<file path="src/rtl/cond_flag_unit.sv">
`default_nettype none
// ============================================================================
//  Module      : cond_flag_unit
//  Description : Holds the architectural N/Z/C/V condition flags, updates them
//                from ALU results on flag-setting instructions, and feeds the
//                stored C back to the ALU as carry_in. It evaluates the 4-bit
//                ARM condition field of issued instructions against the flags.
//                The verdict is returned through a single-entry registered
//                valid/ready stage. Saturating pass/fail statistics counters
//                are also kept.
//  Ports       : clk, rst_n             - clock, async active-low reset
//                upd_*, alu_*, shift_c  - flag update from the ALU
//                ev_valid/ev_ready/ev_cond/ev_tag - evaluation request
//                ex_valid/ex_ready/ex_pass/ex_tag - registered verdict
//                flags, carry_in        - stored {N,Z,C,V} and stored C
//                pass_cnt, fail_cnt     - delivered verdict statistics
//  Revision    : 1.0 - initial release
// ============================================================================
module cond_flag_unit #(
    parameter bit FWD_EN = 1'b1,
    parameter int TAG_W  = 8,
    parameter int CNT_W  = 16
) (
    input  logic             clk,
    input  logic             rst_n,
    input  logic             upd_valid,
    input  logic [3:0]       upd_opcode,
    input  logic             alu_n,
    input  logic             alu_z,
    input  logic             alu_c,
    input  logic             alu_v,
    input  logic             shift_c,
    input  logic             ev_valid,
    output logic             ev_ready,
    input  logic [3:0]       ev_cond,
    input  logic [TAG_W-1:0] ev_tag,
    output logic             ex_valid,
    input  logic             ex_ready,
    output logic             ex_pass,
    output logic [TAG_W-1:0] ex_tag,
    output logic [3:0]       flags,
    output logic             carry_in,
    output logic [CNT_W-1:0] pass_cnt,
    output logic [CNT_W-1:0] fail_cnt
);

    localparam logic [0:0]       c_s_empty = 1'b0;
    localparam logic [0:0]       c_s_full  = 1'b1;
    localparam logic [CNT_W-1:0] c_cnt_max = '1;
    localparam logic [CNT_W-1:0] c_cnt_one = {{(CNT_W-1){1'b0}}, 1'b1};

    logic [3:0]       r_flags;
    logic [3:0]       w_upd_flags;
    logic [3:0]       w_eff_flags;
    logic             w_arith;
    logic             w_cond_ok;
    logic [0:0]       r_state;
    logic [0:0]       w_state_nxt;
    logic             w_accept;
    logic             w_deliver;
    logic             r_pass;
    logic [TAG_W-1:0] r_tag;
    logic [CNT_W-1:0] r_pass_cnt;
    logic [CNT_W-1:0] r_fail_cnt;

    // ------------------------------------------------------------------
    // Flag update. Arithmetic opcodes (SUB..RSC, CMP, CMN) write all four
    // flags. Every other opcode is logical: C comes from the shifter and
    // V is preserved. w_upd_flags equals r_flags when no update is present,
    // so it doubles as the forwarded flag value.
    // ------------------------------------------------------------------
    always_comb begin
        w_arith = 1'b0;
        case (upd_opcode)
            4'b0010, 4'b0011, 4'b0100, 4'b0101,
            4'b0110, 4'b0111, 4'b1010, 4'b1011: w_arith = 1'b1;
            default:                            w_arith = 1'b0;
        endcase

        w_upd_flags = r_flags;
        if (upd_valid) begin
            if (w_arith) begin
                w_upd_flags = {alu_n, alu_z, alu_c, alu_v};
            end else begin
                w_upd_flags = {alu_n, alu_z, shift_c, r_flags[0]};
            end
        end
    end

    always_ff @(posedge clk or negedge rst_n) begin
        if (!rst_n) begin
            r_flags <= 4'b0000;
        end else begin
            r_flags <= w_upd_flags;
        end
    end

    generate
        if (FWD_EN) begin : g_fwd
            assign w_eff_flags = w_upd_flags;
        end else begin : g_no_fwd
            assign w_eff_flags = r_flags;
        end
    endgenerate

    // ------------------------------------------------------------------
    // Condition decode against the flags in effect
    // ------------------------------------------------------------------
    always_comb begin
        logic w_n, w_z, w_c, w_v;
        {w_n, w_z, w_c, w_v} = w_eff_flags;
        w_cond_ok = 1'b0;
        case (ev_cond)
            4'b0000: w_cond_ok = w_z;
            4'b0001: w_cond_ok = !w_z;
            4'b0010: w_cond_ok = w_c;
            4'b0011: w_cond_ok = !w_c;
            4'b0100: w_cond_ok = w_n;
            4'b0101: w_cond_ok = !w_n;
            4'b0110: w_cond_ok = w_v;
            4'b0111: w_cond_ok = !w_v;
            4'b1000: w_cond_ok = w_c && !w_z;
            4'b1001: w_cond_ok = !w_c || w_z;
            4'b1010: w_cond_ok = (w_n == w_v);
            4'b1011: w_cond_ok = (w_n != w_v);
            4'b1100: w_cond_ok = !w_z && (w_n == w_v);
            4'b1101: w_cond_ok = w_z || (w_n != w_v);
            4'b1110: w_cond_ok = 1'b1;
            default: w_cond_ok = 1'b0;
        endcase
    end

    // ------------------------------------------------------------------
    // Single-entry output stage. The ready signal depends only on the
    // stage occupancy and downstream ready. This allows a full stage to
    // reload in the same cycle it drains.
    // ------------------------------------------------------------------
    assign ev_ready  = (r_state == c_s_empty) || ex_ready;
    assign w_accept  = ev_valid && ev_ready;
    assign w_deliver = (r_state == c_s_full) && ex_ready;

    always_ff @(posedge clk or negedge rst_n) begin
        if (!rst_n) begin
            r_state <= c_s_empty;
        end else begin
            r_state <= w_state_nxt;
        end
    end

    always_comb begin
        w_state_nxt = r_state;
        case (r_state)
            c_s_empty: if (w_accept) w_state_nxt = c_s_full;
            c_s_full:  if (ex_ready && !w_accept) w_state_nxt = c_s_empty;
            default:   w_state_nxt = c_s_empty;
        endcase
    end

    // The verdict is captured only on accept. A stalled entry keeps its
    // original result even if the flags change underneath it.
    always_ff @(posedge clk or negedge rst_n) begin
        if (!rst_n) begin
            r_pass <= 1'b0;
            r_tag  <= '0;
        end else if (w_accept) begin
            r_pass <= w_cond_ok;
            r_tag  <= ev_tag;
        end
    end

    always_ff @(posedge clk or negedge rst_n) begin
        if (!rst_n) begin
            r_pass_cnt <= '0;
            r_fail_cnt <= '0;
        end else if (w_deliver) begin
            if (r_pass) begin
                if (r_pass_cnt != c_cnt_max) r_pass_cnt <= r_pass_cnt + c_cnt_one;
            end else begin
                if (r_fail_cnt != c_cnt_max) r_fail_cnt <= r_fail_cnt + c_cnt_one;
            end
        end
    end

    assign ex_valid = (r_state == c_s_full);
    assign ex_pass  = r_pass;
    assign ex_tag   = r_tag;
    assign flags    = r_flags;
    assign carry_in = r_flags[1];
    assign pass_cnt = r_pass_cnt;
    assign fail_cnt = r_fail_cnt;

endmodule
`default_nettype wire

</file>
<file path="config.mk">
export PLATFORM = sky130hd
export DESIGN_NAME = cond_flag_unit
export DESIGN_NICKNAME = d
export VERILOG_FILES = /design/src/rtl/cond_flag_unit.sv
export SDC_FILE = /design/constraint.sdc
export NUM_CORES = 1
export LEC_CHECK = 0
export CAP_MARGIN = 10
export CORE_MARGIN = 4
export CORE_UTILIZATION = 43
export DETAILED_ROUTE_END_ITERATION = 12
export PLACE_DENSITY = 0.83
export SLEW_MARGIN = 20
export SYNTH_ARGS = -nofsm -noshare
export SYNTH_HDL_FRONTEND = slang
export SYNTH_SLANG_ARGS = --single-unit
</file>
<file path="constraint.sdc">
create_clock -name clk -period 4.32 [get_ports clk]
set_clock_uncertainty 0.1 [all_clocks]
set_input_delay 1.296 -clock clk [delete_from_list [all_inputs] [get_ports clk]]
set_output_delay 1.296 -clock clk [all_outputs]
set_load 0.01 [all_outputs]
</file>
== Yosys cells after proc, flatten, opt, wreduce, memory -nomap -nowiden ==
Memories as Yosys holds them, arrays and structs flattened.
Cells that the tools add are included.
Word-level totals
  register bits: 46
  memories kept: 1
  output and inout bits: 48
  bits of input ports: 26
  memory bits (read-only): 16
  word-level logic and storage cells: 51
Memories
  (name not given): words 16, width 1, read ports 1, clocked after Yosys merged registers in 0, wr ports 0, line 74  | case (upd_opcode)
Operators by class
  bitwise gates (word level): 2
  reductions and logical operators: 16
  equal/unequal tests: 18
  multiplexer cells: 6
  add/sub/neg operators: 2
Operator list (number)
  adder 16 x 1 -> 16 bit, second input constant: 2
  != test 16 bit, second input constant: 2
  == test 4 bit, second input constant: 7
  == test 4 x 3 -> 1 bit, second input constant: 4
  case mux 1 bit (15 select lines): 1
  == test 4 x 2 -> 1 bit, second input constant: 2
  AND reduction 3 bit: 2
  logical AND 1 bit: 5
  logical NOT 1 bit: 5
  == test 4 x 1 -> 1 bit, second input constant: 1
  logical NOT 4 bit: 1
  two-way mux 4 bit: 1
  logical OR 1 bit: 3
  two-way mux 1 bit: 2
  two-way mux 2 bit: 1
  NOT 1 bit: 2
  case mux 1 bit (2 select lines): 1
  == test 1 bit: 1
  != test 1 bit: 1

== Logic depth before layout (Yosys ltp) ==
Gate-level depths: netlist of run 1.
  word-level depth: 7
  mapped depth: 8
  mapped depth without buffers: 7

== Least setup slack after synthesis of run 1 ==
Ideal clock, no wire load.
  kind: input -> output
  start: input port ex_ready
  end: output port ev_ready
  required time: 2.924 ns
  path buffers: 0
  arrival: 1.491 ns
  cell stages on the path: 1
  setup slack: 1.433 ns
  path through: nand2b_1
Between the ends
  word-level cells in the longest chain between the ends: 1
RTL lines
  from (decl): line 38  | input logic ex_ready,
  logical OR 1 bit: line 138  | assign ev_ready = (r_state == c_s_empty) || ex_ready;
  to (decl): line 34  | output logic ev_ready,
Every way passes these cells.

== Worst setup path after layout of run 1 ==
Same ends and word-level chain as after synthesis.

==> summary.md, run 1 <==
| Metric | Value |
|---|---|
| FFs w/ async S/R, synth | `1.000` |
| Placed cell area | `between 0.003 and 0.004 sq mm` |
| Share of post-route cells with drive strength above 1 | `0.1092` |
| Post-DP HPWL | `3.870 mm` |
| Total routed wirelength | `slightly above 5 mm` |
| Syn Inst Count | `between 200 and 250` |
| Core area | `0.005205 sq mm` |
| Clock buffer depth | `2` |
| Pwr Density | `389.7 mW/mm^2` |
| #FFs+latches synth | `46` |
| Overflow after GRT | `0` |
| Fill cells | `approximately 440` |
| Final GP Congestion | `0.8228` |
| Crit Path Max Fanout | `4` |
| Starting Density | `0.4495` |
| Total number of H-tree levels | `2` |
| Slew HR | `0.6193` |
| Final setup viols | `0` |
| Clock Sinks | `46` |
| Fin crit share | `0.9099` |
| Drt pass-1 iters | `4` |
| Worst skew pair latency | `0.29 ns` |
| Final Hold Viols | `0` |
| I/O Pins | `74` |
| DRT antenna net count | `0` |
| Clk pin slew, worst setup/hold paths | `about 0.080 ns` |
| Initial antenna violation count | `0` |
| Chip width | `just over 80 microns` |
| CP Launch Type | `primary input` |
| Status | `finished clean` |
| Post-route cell area | `between 0.003 and 0.004 sq mm` |
| Max Cap Viol | `0` |
| CTS Buf Count | `5` |
| Vias in the first global route | `1910` |
| Setup tns final | `0 ns` |
| Maximum VDD drop | `just under 400 uV` |
| Worst setup EP type | `output port` |
| Post-cts sizing count | `0` |
| Clock root buffer | `clkbuf_8` |
| Routed len/inst | `about 15 microns` |
| Worst min path class | `reg2reg` |
| Critical path class | `in2out` |
| Critical Path AT | `between 2 and 3 ns` |
| RSZ-0062 raised after global routing | `no` |
| Placed Cells incl. Taps | `346` |
| Post-synth EDFFs | `0` |
| Largest net degree at the start of global routing | `47` |
| Worst slew pin tran | `around 0.57 ns` |
| ANT cells | `0` |
| Global router's overall resource usage | `0.1634` |
| Via density | `5.203` |
| TritonCTS clock tree | `built` |
| Sequential cell area fraction in the yosys report | `0.4920` |
| Final cell count without fillers | `approximately 350` |
| Crit path setup slack, layout | `~0.4 ns` |
| Tmin final | `3.931 ns` |
| Final #Nets | `around 310` |
| Main flop type after synthesis | `dfrtp_1` |
| Synth-to-Final Area Change | `39.09%` |
| Average cell area after synthesis | `around 11 sq um` |
| IO Port Bufs | `72` |
| Yosys warnings | `0` |
| Die area | `around 0.0067 sq mm` |
| Hold_buf cts | `0` |
| Vias | `about 1800` |
| Tot Pwr | `1268 uW` |
| Pre-CTS setup slack | `around 0.39 ns` |
| Post-synthesis cell type count | `46` |
| Post-synthesis cell area | `around 0.0023 sq mm` |
| Final slew viol count | `0` |
| Req. time, crit path | `roughly 3 ns` |
| DIE HEIGHT | `about 80 microns` |
| P_leak | `0.001373 uW` |
| Global-route wire length before repair | `around 8.6 mm` |
| Postcts setup bufs | `0` |
| Num rows | `26` |
| 1st-iter DRT viols | `46` |
| Net count after synthesis | `238` |
| Remaining routing DRC violations | `0` |
| Max Freq | `254.4 MHz` |
-- routing by layer --
metal / wire length [microns] / global-route usage / share of wire
met5: 0 / 0 / 0
met4: 44 / 0.04485 / 0.0085
met3: 319 / 0.04825 / 0.062
met2: 2514 / 0.2738 / 0.49
met1: 2305 / 0.2049 / 0.44
-- synth_stat cells, types with 3 or more instances --
master / n / area, sq um
dfrtp_1: 46 / 1151
nand2b_1: 5 / 31.28
o21ai_0: 4 / 20.02
and2_1: 3 / 18.77
nand4_1: 11 / 68.82
mux2_2: 11 / 123.9
and3_1: 6 / 37.54
xnor2_1: 20 / 175.2
nor2_1: 12 / 45.04
xor2_1: 8 / 70.07
nand2_1: 19 / 71.32
clkbuf_1: 4 / 15.01
and4_1: 3 / 26.28
nand3_1: 11 / 55.05
inv_1: 5 / 18.77
mux2i_1: 5 / 50.05
-- power breakdown --
part / leakage [uW] / internal (uW) / switching [uW] / total, uW
logic: 0.000711 / 190 / 134 / 324
registers: 0.000591 / 490 / 66.6 / 556
clock network: 0.0000714 / 247 / 141 / 388
-- critical path, stage by stage --
cell and delay [ns]:
clkdlybuf4s50_1 0.49, nand2b_1 0.17, clkdlybuf4s50_1 0.58
-- sequential cells by signal, indices dropped and copies added (netlist names) --
name      count
pass_cnt     16
ex_pass       1
ex_valid      1
ex_tag        8
fail_cnt     16
flags         4
-- final cells by class --
| class | instances | area [sq um] | area share |
|---|---|---|---|
| Multi-Input combinational cell | 151 | 1129 | 0.3468 |
| Clock inverter | 2 | 60.06 | 0.01845 |
| Timing Repair Buffer | 72 | 718.2 | 0.2207 |
| Inverter | 7 | 26.28 | 0.008074 |
| Tap cell | 70 | 87.58 | 0.02691 |
| Sequential cell | 46 | 1151 | 0.3537 |
| Clock buffer | 6 | 82.58 | 0.02537 |
-- final timing paths --
path | cells past startpoint | to | startpoint | slack [ns]
max | 3 | ev_ready | ex_ready | 0.39
min | 1 | fail_cnt[4] | fail_cnt[4] | 0.40
max reg2reg | 7 | pass_cnt[14] | pass_cnt[0] | 2.25
min reg2reg | 1 | fail_cnt[4] | fail_cnt[4] | 0.40
max in group asynchronous | 1 | fail_cnt[6] | rst_n | 2.84
min in group asynchronous | 1 | fail_cnt[0] | rst_n | 0.90
-- kinds of logic (layout without fill, tap and decap cells) --
| family | count (synthesis) | after routing | share of synthesized area |
|---|---|---|---|
| AOI/OAI and AO/OA | 20 | 20 | 0.06953 |
| xor gates and xnor gates | 28 | 28 | 0.1048 |
| adders and majority gates | 2 | 2 | 0.01069 |
| buffers and inverters | 13 | 87 | 0.02567 |
| DFF | 46 | 46 | 0.4920 |
| muxes | 18 | 18 | 0.09358 |
| and+or+nand+nor | 83 | 83 | 0.2038 |
-- stage by stage --
| step | utilization | hold slack [ns] |
|---|---|---|
| floorplan | - | 0.4150 |
| global placement | 0.5974 | 0.3799 |
| detailed placement | 0.5974 | 0.3822 |
| CTS | 0.6248 | 0.4027 |
| global route | 0.6252 | 0.4317 |
| finish | 0.6252 | 0.4041 |
-- cell usage in the layout (no fill, tap or decap), types with 2 or more instances in the layout --
master           netlist  routed
a21oi_1                2       2
mux2_2                11      11
and3_1                 6       6
nand4_1               11      11
and4_1                 3       3
xnor2_1               20      20
o21ai_0                4       4
ha_1                   2       2
and2_1                 3       3
xor2_1                 8       8
mux2i_1                5       5
o311ai_1               2       2
mux2i_4                2       2
nand2b_1               5       5
nand2_1               19      19
clkdlybuf4s50_1        0      71
inv_2                  2       2
inv_1                  5       5
o2111ai_1              2       2
bufinv_16              0       2
nand3_1               11      11
nand4b_1               2       2
dfrtp_1               46      46
clkbuf_8               0       6
nor2_1                12      12
Note: power is estimated with default switching activity, not from simulation.
==> run 2: changes to the inputs <==
Settings changed: CORE_MARGIN 4 to 3.
==> run 2 against run 1 <==
Compared with the run above:
- worst setup slack lost 0.0095 ns
- non-clock buffer count is the same
- combinational power is essentially flat
- sequential share of layout area is the same
- sequential cell count is the same
- sequential power is essentially flat
- global-route usage is essentially flat
- clock power is essentially flat
- final cell count is the same
- via count shrank 0.11%
- critical path type unchanged
- critical endpoint unchanged
- largest cell class unchanged
- highest routed layer unchanged
==> summary.md, run 2 (synthesis results as in run 1) <==
| Metric | Value |
|---|---|
| Status | `finished clean` |
| Clock Power Share | `0.306` |
| I/O Pins | `74` |
| Clk pin slew, worst setup/hold paths | `around 0.08 ns` |
| Req. time, crit path | `2.92 ns` |
| Postcts setup bufs | `0` |
| Remaining routing DRC violations | `0` |
| Final #Nets | `311` |
| Fin crit share | `0.9121` |
| Clock buffer depth | `2` |
| Final setup viols | `0` |
| Final slew viol count | `0` |
| Most common cell after layout, fill and taps aside | `clkdlybuf4s50_1` |
| Global-route wire length before repair | `between 8 and 9 mm` |
| Total routed wirelength | `between 4 and 5 mm` |
| Vias | `roughly 1800` |
| Clock root buffer | `clkbuf_8` |
| CTS Buf Count | `5` |
| Drt pass-1 iters | `4` |
| DIE HEIGHT | `around 80 microns` |
| Crit path setup slack, layout | `~0.38 ns` |
| Hold_buf cts | `0` |
| Maximum VDD drop | `303.1 uV` |
| Core Util, Final | `0.6292` |
| Most frequent cells in the layout | `clkdlybuf4s50_1 (71), dfrtp_1 (46), xnor2_1 (20)` |
| Total number of H-tree levels | `2` |
| Post-cts sizing count | `0` |
| Gate power share | `0.255` |
| Core area | `approximately 0.0052 sq mm` |
| ANT cells | `0` |
| Setup tns final | `0 ns` |
| Slew HR | `0.6093` |
| Vias in the first global route | `about 1800` |
| Fill cells | `~440` |
| Tmin final | `between 3 and 4 ns` |
| Overflow after GRT | `0` |
| P_leak | `around 0.0014 uW` |
| Crit Path Max Fanout | `4` |
| TritonCTS clock tree | `built` |
| Final Hold Viols | `0` |
| Chip width | `between 70 and 80 microns` |
| Final GP Congestion | `between 0.8 and 0.9` |
| Worst skew pair latency | `just under 0.3 ns` |
| Pwr Density | `387.3 mW/mm^2` |
| Worst min path class | `reg2reg` |
| Routed len/inst | `about 14 microns` |
| CP Launch Type | `primary input` |
| Via density | `around 5.2` |
| Max Freq | `253.8 MHz` |
| Tot Pwr | `roughly 1300 uW` |
| Post-DP HPWL | `~3.6 mm` |
| Worst slew pin tran | `0.5860 ns` |
| Die area | `0.006362 sq mm` |
| Critical Path AT | `2.54 ns` |
| Clock Sinks | `46` |
| Critical path class | `in2out` |
| RSZ-0062 raised after global routing | `no` |
| Max Cap Viol | `0` |
| Initial antenna violation count | `0` |
| Num rows | `26` |
| Pre-CTS setup slack | `0.3844 ns` |
| Global router's overall resource usage | `0.1634` |
| Pint | `a little over 900 uW` |
| Starting Density | `0.4523` |
| Sw frac | `0.2651` |
| 1st-iter DRT viols | `51` |
| DRT antenna net count | `0` |
| IO Port Bufs | `between 70 and 80` |
| Switching Power | `approximately 330 uW` |
| Worst setup EP type | `output port` |
| Synth-to-Final Area Change | `39.09%` |
| Flop pwr share | `0.439` |
| Share of post-route cells with drive strength above 1 | `0.1092` |
| Largest net degree at the start of global routing | `between 40 and 50` |
==> run 2: cell type report <==
| class | count | area [sq um] | area share |
|---|---|---|---|
| timing repair buffer | 72 | 718.2 | 0.2207 |
| clock buffer | 6 | 82.58 | 0.02537 |
| sequential | 46 | 1151 | 0.3537 |
| clock inverter | 2 | 60.06 | 0.01845 |
| tap | 70 | 87.58 | 0.02691 |
| multi-input combinational | 151 | 1129 | 0.3468 |
| inverter | 7 | 26.28 | 0.008074 |
==> run 2: power groups by stage <==
stage	clock network (uW)	logic [uW]	registers (uW)
2_1_floorplan	0	123	581
3_3_place_gp	0	318	558
3_5_place_dp	0	323	562
4_1_cts	400	325	553
5_1_grt	422	352	565
6_report	386	321	553
==> run 2: metrics by stage <==
| step | instances | hold slack, ns | area [sq um] |
|---|---|---|---|
| global route | 354 | 0.4161 | 3254 |
| finish | 354 | 0.3979 | 3254 |
| global placement | 346 | 0.3756 | 3109 |
| CTS | 354 | 0.4038 | 3252 |
| floorplan | 210 | 0.4150 | 2340 |
| detailed placement | 346 | 0.3904 | 3109 |
==> run 2: final timing paths <==
check                             from            to  slack (ns)  cells after the start
max                           ex_ready      ev_ready        0.38                      3
min                        fail_cnt[4]   fail_cnt[4]        0.40                      1
max reg2reg                pass_cnt[0]  pass_cnt[14]        2.27                      7
min reg2reg                fail_cnt[4]   fail_cnt[4]        0.40                      1
max in group asynchronous        rst_n  fail_cnt[14]        2.82                      1
min in group asynchronous        rst_n      flags[1]        0.90                      1
==> run 2: layer usage <==
layer  share of wire  vias to the layer above  global-route usage
met5               0                        -                   0
met4          0.0062                        0             0.04561
met3           0.044                        4             0.03499
met2            0.51                       47              0.2863
met1            0.44                      896              0.2026
li1                -                      893                   -
==> run 2: worst max-delay path, cell delays in order <==
cell,delay [ns]
clkdlybuf4s50_1,0.49
nand2b_1,0.19
clkdlybuf4s50_1,0.57
==> run 3: changes to the inputs <==
Settings changed: ABC_AREA set to 0, SKIP_CTS_REPAIR_TIMING set to 1.
==> results of run 3 <==
Same layout as run 2: the final DEF is identical, and so are final timing and power.
